$ cat config.mk
export PLATFORM = sky130hd
export DESIGN_NAME = absdiff_unit
export DESIGN_NICKNAME = d
export VERILOG_FILES = /design/src/rtl/absdiff_pkg.sv /design/src/rtl/absdiff_dpath.sv /design/src/rtl/absdiff_unit.sv
export SDC_FILE = /design/constraint.sdc
export NUM_CORES = 1
export LEC_CHECK = 0
export ABC_CLOCK_PERIOD_IN_PS = 4580
export CELL_PAD_IN_SITES_DETAIL_PLACEMENT = 0
export CELL_PAD_IN_SITES_GLOBAL_PLACEMENT = 1
export CORE_UTILIZATION = 41
export CTS_BUF_LIST = sky130_fd_sc_hd__clkbuf_4 sky130_fd_sc_hd__clkbuf_8
export CTS_CLUSTER_DIAMETER = 80
export DETAILED_ROUTE_END_ITERATION = 16
export PLACE_DENSITY = 0.83
export SYNTH_ARGS = -nofsm -noshare
export SYNTH_HDL_FRONTEND = slang
export SYNTH_SLANG_ARGS = --single-unit
$ cat constraint.sdc
create_clock -name clk -period 4.58 [get_ports clk]
set_input_delay 0.916 -clock clk [delete_from_list [all_inputs] [get_ports clk]]
set_output_delay 0.916 -clock clk [all_outputs]
set_load 0.05 [all_outputs]
$ cat src/rtl/absdiff_pkg.sv
// absdiff_pkg: shared encodings for the absolute-difference unit.
//   - state_e  : control FSM state encoding (2 bits)
//   - A_SEL_*  : select codes for the A operand mux (2 bits)
//   - B_SEL_*  : select codes for the B operand mux (1 bit)
package absdiff_pkg;

    typedef enum logic [1:0] {
        STATE_IDLE = 2'd0,
        STATE_SWAP = 2'd1,
        STATE_SUB  = 2'd2,
        STATE_DONE = 2'd3
    } state_e;

    localparam logic [1:0] A_SEL_IN  = 2'd0;  // external operand a
    localparam logic [1:0] A_SEL_B   = 2'd1;  // current B (swap)
    localparam logic [1:0] A_SEL_SUB = 2'd2;  // A - B

    localparam logic B_SEL_IN = 1'b0;         // external operand b
    localparam logic B_SEL_A  = 1'b1;         // current A (swap)

endpackage

$ cat src/rtl/absdiff_dpath.sv
// absdiff_dpath: operand registers A/B with load enables, 2:1/3:1 operand
// muxes, unsigned less-than comparator and subtractor.
// Ports:
//   clk, rst              clock, synchronous active-high reset (clears A, B)
//   a_en, b_en            register load enables
//   a_sel, b_sel          operand mux selects (absdiff_pkg codes)
//   istream_a, istream_b  external operands
//   is_lt                 A < B, status back to control
//   res                   current A register value
module absdiff_dpath
    import absdiff_pkg::*;
#(
    parameter int nbits = 4
) (
    input  logic             clk,
    input  logic             rst,
    input  logic             a_en,
    input  logic             b_en,
    input  logic [1:0]       a_sel,
    input  logic             b_sel,
    input  logic [nbits-1:0] istream_a,
    input  logic [nbits-1:0] istream_b,
    output logic             is_lt,
    output logic [nbits-1:0] res
);

    logic [nbits-1:0] a_q, a_d;
    logic [nbits-1:0] b_q, b_d;
    logic [nbits-1:0] a_mux, b_mux, diff;

    assign is_lt = (a_q < b_q);
    // Only ever used after the swap step, so A >= B and this never wraps.
    assign diff  = a_q - b_q;
    assign res   = a_q;

    always_comb begin
        a_mux = a_q;
        case (a_sel)
            A_SEL_IN:  a_mux = istream_a;
            A_SEL_B:   a_mux = b_q;
            A_SEL_SUB: a_mux = diff;
            default:   a_mux = a_q;
        endcase
        b_mux = (b_sel == B_SEL_A) ? a_q : istream_b;
        a_d   = a_en ? a_mux : a_q;
        b_d   = b_en ? b_mux : b_q;
    end

    always_ff @(posedge clk) begin
        if (rst) begin
            a_q <= '0;
            b_q <= '0;
        end else begin
            a_q <= a_d;
            b_q <= b_d;
        end
    end

endmodule

$ cat src/rtl/absdiff_unit.sv
// absdiff_unit: multi-cycle unsigned |a-b| with val/rdy streams.
// Sequence IDLE -> SWAP -> SUB -> DONE -> IDLE; outputs decoded from state.
// Ports:
//   clk, rst                  clock, synchronous active-high reset
//   istream_val/rdy/a/b       operand pair input stream
//   ostream_val/rdy/res       result output stream
module absdiff_unit
    import absdiff_pkg::*;
#(
    parameter int nbits = 4
) (
    input  logic             clk,
    input  logic             rst,
    input  logic             istream_val,
    output logic             istream_rdy,
    input  logic [nbits-1:0] istream_a,
    input  logic [nbits-1:0] istream_b,
    output logic             ostream_val,
    input  logic             ostream_rdy,
    output logic [nbits-1:0] ostream_res
);

    state_e     state_q, state_d;
    logic       a_en, b_en, b_sel, is_lt;
    logic [1:0] a_sel;

    // Next state and control decode.
    always_comb begin
        state_d = state_q;
        a_en    = 1'b0;
        b_en    = 1'b0;
        a_sel   = A_SEL_IN;
        b_sel   = B_SEL_IN;
        case (state_q)
            STATE_IDLE: begin
                if (istream_val) begin
                    a_en    = 1'b1;
                    b_en    = 1'b1;
                    state_d = STATE_SWAP;
                end
            end
            STATE_SWAP: begin
                // Put the larger operand in A so the subtract cannot wrap.
                if (is_lt) begin
                    a_en  = 1'b1;
                    b_en  = 1'b1;
                    a_sel = A_SEL_B;
                    b_sel = B_SEL_A;
                end
                state_d = STATE_SUB;
            end
            STATE_SUB: begin
                a_en    = 1'b1;
                a_sel   = A_SEL_SUB;
                state_d = STATE_DONE;
            end
            STATE_DONE: begin
                if (ostream_rdy) state_d = STATE_IDLE;
            end
            default: state_d = STATE_IDLE;
        endcase
    end

    always_ff @(posedge clk) begin
        if (rst) state_q <= STATE_IDLE;
        else     state_q <= state_d;
    end

    assign istream_rdy = (state_q == STATE_IDLE);
    assign ostream_val = (state_q == STATE_DONE);

    absdiff_dpath #(.nbits(nbits)) u_dpath (
        .clk       (clk),
        .rst       (rst),
        .a_en      (a_en),
        .b_en      (b_en),
        .a_sel     (a_sel),
        .b_sel     (b_sel),
        .istream_a (istream_a),
        .istream_b (istream_b),
        .is_lt     (is_lt),
        .res       (ostream_res)
    );

endmodule

Yosys cells after proc, flatten, opt, wreduce, memory -nomap -nowiden:

Cells that the tools add are included.

* add/sub/neg operators: 1
* $lt $le $gt $ge: 1
* equality and inequality tests: 7
* multiplexer cells: 12
* reductions and logical operators: 5

Operators with widths (count)
* $pmux W4 S3: 1
* $pmux W2 S4: 1
* $eq A2 B2 Y1 const B: 3
* $eq A2 B1 Y1 const B: 2
* $logic_not A2 Y1: 2
* $lt A4 B4 Y1: 1
* $mux W1: 4
* $mux W2: 2
* $mux W4: 1
* $pmux W2 S2: 1
* $reduce_and A2 Y1: 2
* $sub A4 B4 Y4: 1
* $pmux W1 S3: 1
* $reduce_bool A3 Y1: 1
* $ne A2 B1 Y1 const B: 1
* $ne A2 B2 Y1 const B: 1
* $pmux W1 S2: 1

* flip-flop bits (word level): 10
* bits of input ports: 12
* output and inout port bits: 6
* word-level logic and storage cells: 29

Depth between registers and ports, before layout:

* word-level depth: 6
* mapped depth: 9

By module:

From an unflattened synthesis, not the netlist that was laid out.

* cells, all modules: 95
* area total of the unflattened synthesis: 802.0 µm²

By module, submodules not included
* absdiff_dpath: instances 1, cells each 74, area each 609.3 µm², sequential area each 160.2 µm²
* absdiff_unit: instances 1, cells each 21, area each 192.7 µm², sequential area each 40.0 µm²

Worst setup path after synthesis:

OpenSTA, ideal clock, no wires.

* path type: register to register
* from: register u_dpath.a_q[0], in the netlist u_dpath.res[0]
* to: register u_dpath.a_q[0], in the netlist u_dpath.res[0]
* setup time: 130 ps
* arrival: 1984 ps
* data required time: 4450 ps
* slack: 2466 ps
* cell stages (with the launch flop): 9
* path buffers: 0
* cell sequence: dfxtp_1 > inv_1 > ha_1 > inv_1 > fa_1 > and3_1 > o31ai_4 > o21a_1 > o32ai_1

* cells in the longest elaborated chain, start to end: 6
* elaborated cells between the ends (all ways): 12
* those cells by class: 1 x add/sub; 1 x order compare; 2 x eq/ne; 5 x mux; 3 x reduce/logical

RTL lines
* from (decl): line absdiff_dpath.sv:27 `logic [nbits-1:0] a_q, a_d;`
* from (signal assigned): line absdiff_dpath.sv:51 `a_q <= '0;`
* from (signal assigned): line absdiff_dpath.sv:54 `a_q <= a_d;`
* $lt A4 B4 Y1: line absdiff_dpath.sv:31 `assign is_lt = (a_q < b_q);`
* $mux W1: line absdiff_unit.sv:44 `if (is_lt) begin`
* $pmux W2 S2: line absdiff_unit.sv:34 `case (state_q)`
* $eq A2 B1 Y1 (tied with other cells): line absdiff_dpath.sv:38 `case (a_sel)`
* $reduce_bool A3 Y1 (no line)
* $reduce_and A2 Y1 (no line)

Several ways; a longest one is shown, not always the timed one.
A chain may end at the register's enable or synchronous reset.

Worst setup path after layout:

* from: register state_q[0]
* to: output istream_rdy

* cells in the longest elaborated chain, start to end: 1

RTL lines
* from (decl): line absdiff_unit.sv:23 `state_e state_q, state_d;`
* from (signal assigned): line absdiff_unit.sv:66 `else state_q <= state_d;`
* $logic_not A2 Y1: line absdiff_unit.sv:69 `assign istream_rdy = (state_q == STATE_IDLE);`
* to (decl): line absdiff_unit.sv:15 `output logic istream_rdy,`

No other way between the ends.

==> results.yml <==
min_path:
  hold_path_class: "flip-flop to flip-flop"
  min_to: "u_dpath.b_q[1]"
  whs_path_depth: 2
  worstHoldStart: "u_dpath.b_q[1]"
floorplanning:
  dieHeight_um: 46.92
  rows: 15
  initial_core_util_pct: 45.90
  die_area_um2: 2201
  pin_count: 18
  die_w_um: 46.92
  core-area_um2: 1802
clocking:
  cts_tree: "done"
  cts_resized: 0
  cts_hold_buf: 0
  clkLatencyLatePin_ns: 0.27
  cts_buffer_depth: 2
  clock_sinks: 10
  root_buffer: "clkbuf_4"
  cts_setup_buffers: 0
  numCtsBuffers: 3
  htree_levels: 1
  clk_pin_slew_ns: 0.07
critical_path:
  cp.required_ns: 3.66
  cp_cell_sequence: "inv_1, ha_1, clkdlybuf4s50_1"
  worst-r2r-cell-count: 8
  startpoint_type: "flip-flop"
  crit_type: "flip-flop to primary output"
  slowest_delay_ns: 0.87
  worstReg2RegEnd: "u_dpath.res[3]"
  cp_slowest_cell: "clkdlybuf4s50_1"
  r2r_slack_ns: 2.30
  worst_setup_path_end_kind: "primary output"
  regToRegStartpoint: "u_dpath.res[0]"
  worst-path-buf-inv: 2
  setup.worst_path.start: "state_q[0]"
  cp_top_family: "buffers and inverters"
  cp.arrival_ns: 1.89
  cp_max_fo: 8
timing:
  setup_tns_ns: 0
  tightestPinTransition_ns: 0.5540
  period_share_pct: 61.27
  worst_slack_ns: 1.774
  relSlewSlack_pct: 63.07
  grt_setup_unrepaired: "false"
  hold_viol_final: 0
  hold_ws_ns: 0.4958
  maxSlewViolCount: 0
  min_period_ns: 2.806
  fmax_ghz: 0.3563
  setup_violations: 0
  final.setup_skew_ns: 0.007944
job:
  drv_cap: 0
final_layout:
  fillers: 188
  post-route-util_pct: 58.40
  fin_area_um2: 1052
  drive_above_1_share_pct: 7.895
  seqCellArea_um2: 200.2
  area_growth_pct: 27.23
  multiInputGateArea_um2: 573.1
  layout.nets: 136
  n_antenna_cell: 0
yosys:
  synth_top_cell_area_share_pct: 24.21
  synthCells: 96
  synth_common_cells: "inv_1 (11), dfxtp_1 (10), ha_1 (8)"
  synthArstFlopShare_pct: 0
  syn_area_per_cell_um2: 8.615
  synth_area_leaders: "dfxtp_1 (24%), ha_1 (12%), inv_1 (5.0%), a311oi_1 (4.2%), nand3_1 (3.6%)"
  synth_edf_count: 0
  seq_area_frac_synth_pct: 24.21
  syn_nets: 117
  synthFlopType: "dfxtp_1"
  synth_area_leader_cell: "dfxtp_1"
  synth_area_um2: 827.0
  synth_most_common_cell: "inv_1"
  synth_seq_cells: 10
  synth_warnings: 0
  ys_types: 38
place:
  place_ws_ns: 2.072
  place_area_um2: 1016
  io_buffers: 17
  hpwlAfterDp_mm: 1.492
  globalplace.congestion: 0.8532
power:
  power.density_nw_per_um2: 749.2
  p_sw_share_pct: 50.64
  p_leak_nw: 0.4008
  ir_drop_uv: 394.8
  internal-power_mw: 0.3892
  clockPowerShare_pct: 10.2
  power_frac_comb_pct: 69.9
  p_switching_mw: 0.3992
  power_frac_seq_pct: 19.9
detailed_routing:
  drt_wl_total_mm: 1.966
  wl_per_cell_um: 14.14
  drt_drc_violations_left: 0
  antenna_left: 0
  dr.pass1.iters: 4
  num_vias: 777
  first_iter_violations: 9
  via_per_inst: 5.590
global_route:
  grt_pass1_vias: 739
  grt_pass1_wl_mm: 3.305
  grt_usage_pct: 21.80
  grt_start_max_net_pins: 17
  antenna_found_initial: 0
  grt-ovfl-total: 0
run_status:
  status: "finished, final reports clean"
-- per-stage QoR --
step / total power [mW] / instances
floorplan: 0.5806 / 96
global placement: 0.6981 / 135
detailed placement: 0.7061 / 135
CTS: 0.7910 / 139
global route: 0.8587 / 139
finish: 0.7884 / 139
-- sequential cells by signal, indices dropped and copies added, names as in the netlist --
name,count
u_dpath.b_q,4
u_dpath.res,4
state_q,2
-- per-layer routing --
metal / share of wire [%] / vias up / GRT usage (%)
li1: - / 391 / -
met1: 48 / 366 / 28.07
met2: 48 / 16 / 35.83
met3: 3.3 / 4 / 5.385
met4: 0.86 / 0 / 6.857
met5: 0 / - / 0
-- worst min-delay path, cell delays in order (launching register included) --
cell and delay (ns):
dfxtp_1 0.32, nand2_1 0.06, a311oi_1 0.08
-- layout make-up --
type / count / share of cell area (%)
timing repair buffer: 17 / 16.17
tap: 25 / 2.973
sequential: 10 / 19.02
multi-input combinational: 72 / 54.46
inverter: 11 / 3.924
clock buffer: 4 / 3.448
-- worst max path at each step --
stage	to	slack, ns	cells after the start
after floorplan	u_dpath.res[0]	2.47	8
after global placement	istream_rdy	2.11	3
after CTS	istream_rdy	1.76	3
final	istream_rdy	1.77	3
after global routing	istream_rdy	1.68	3
after detailed placement	istream_rdy	2.07	3
-- layout by cell type, fill, tap and decap left out, drive strengths merged, types with 3 or more instances in the layout --
cell type,n
o211ai,3
nand3,6
inv,11
nand2,7
a21boi,3
ha,8
a21oi,4
clkbuf,4
clkdlybuf4s50,17
nor2,6
a311oi,4
dfxtp,10
o32ai,4
-- power by group through the flow --
stage	registers, mW	logic, mW	clock network (mW)
2_1_floorplan	0.182	0.399	0
3_3_place_gp	0.157	0.541	0
3_5_place_dp	0.159	0.547	0
4_1_cts	0.157	0.551	0.0834
5_1_grt	0.163	0.608	0.0876
6_report	0.157	0.551	0.0806
-- cells by family after synthesis --
| kind of cell | after synthesis | synth area share [%] |
|---|---|---|
| compound gates | 28 | 31.01 |
| xor+xnor | 1 | 1.059 |
| fa+ha+maj | 9 | 14.52 |
| buf+inv | 14 | 6.505 |
| flops | 10 | 24.21 |
| mux | 1 | 1.210 |
| simple gates | 33 | 21.49 |
Power figures use the tool's default switching activity.
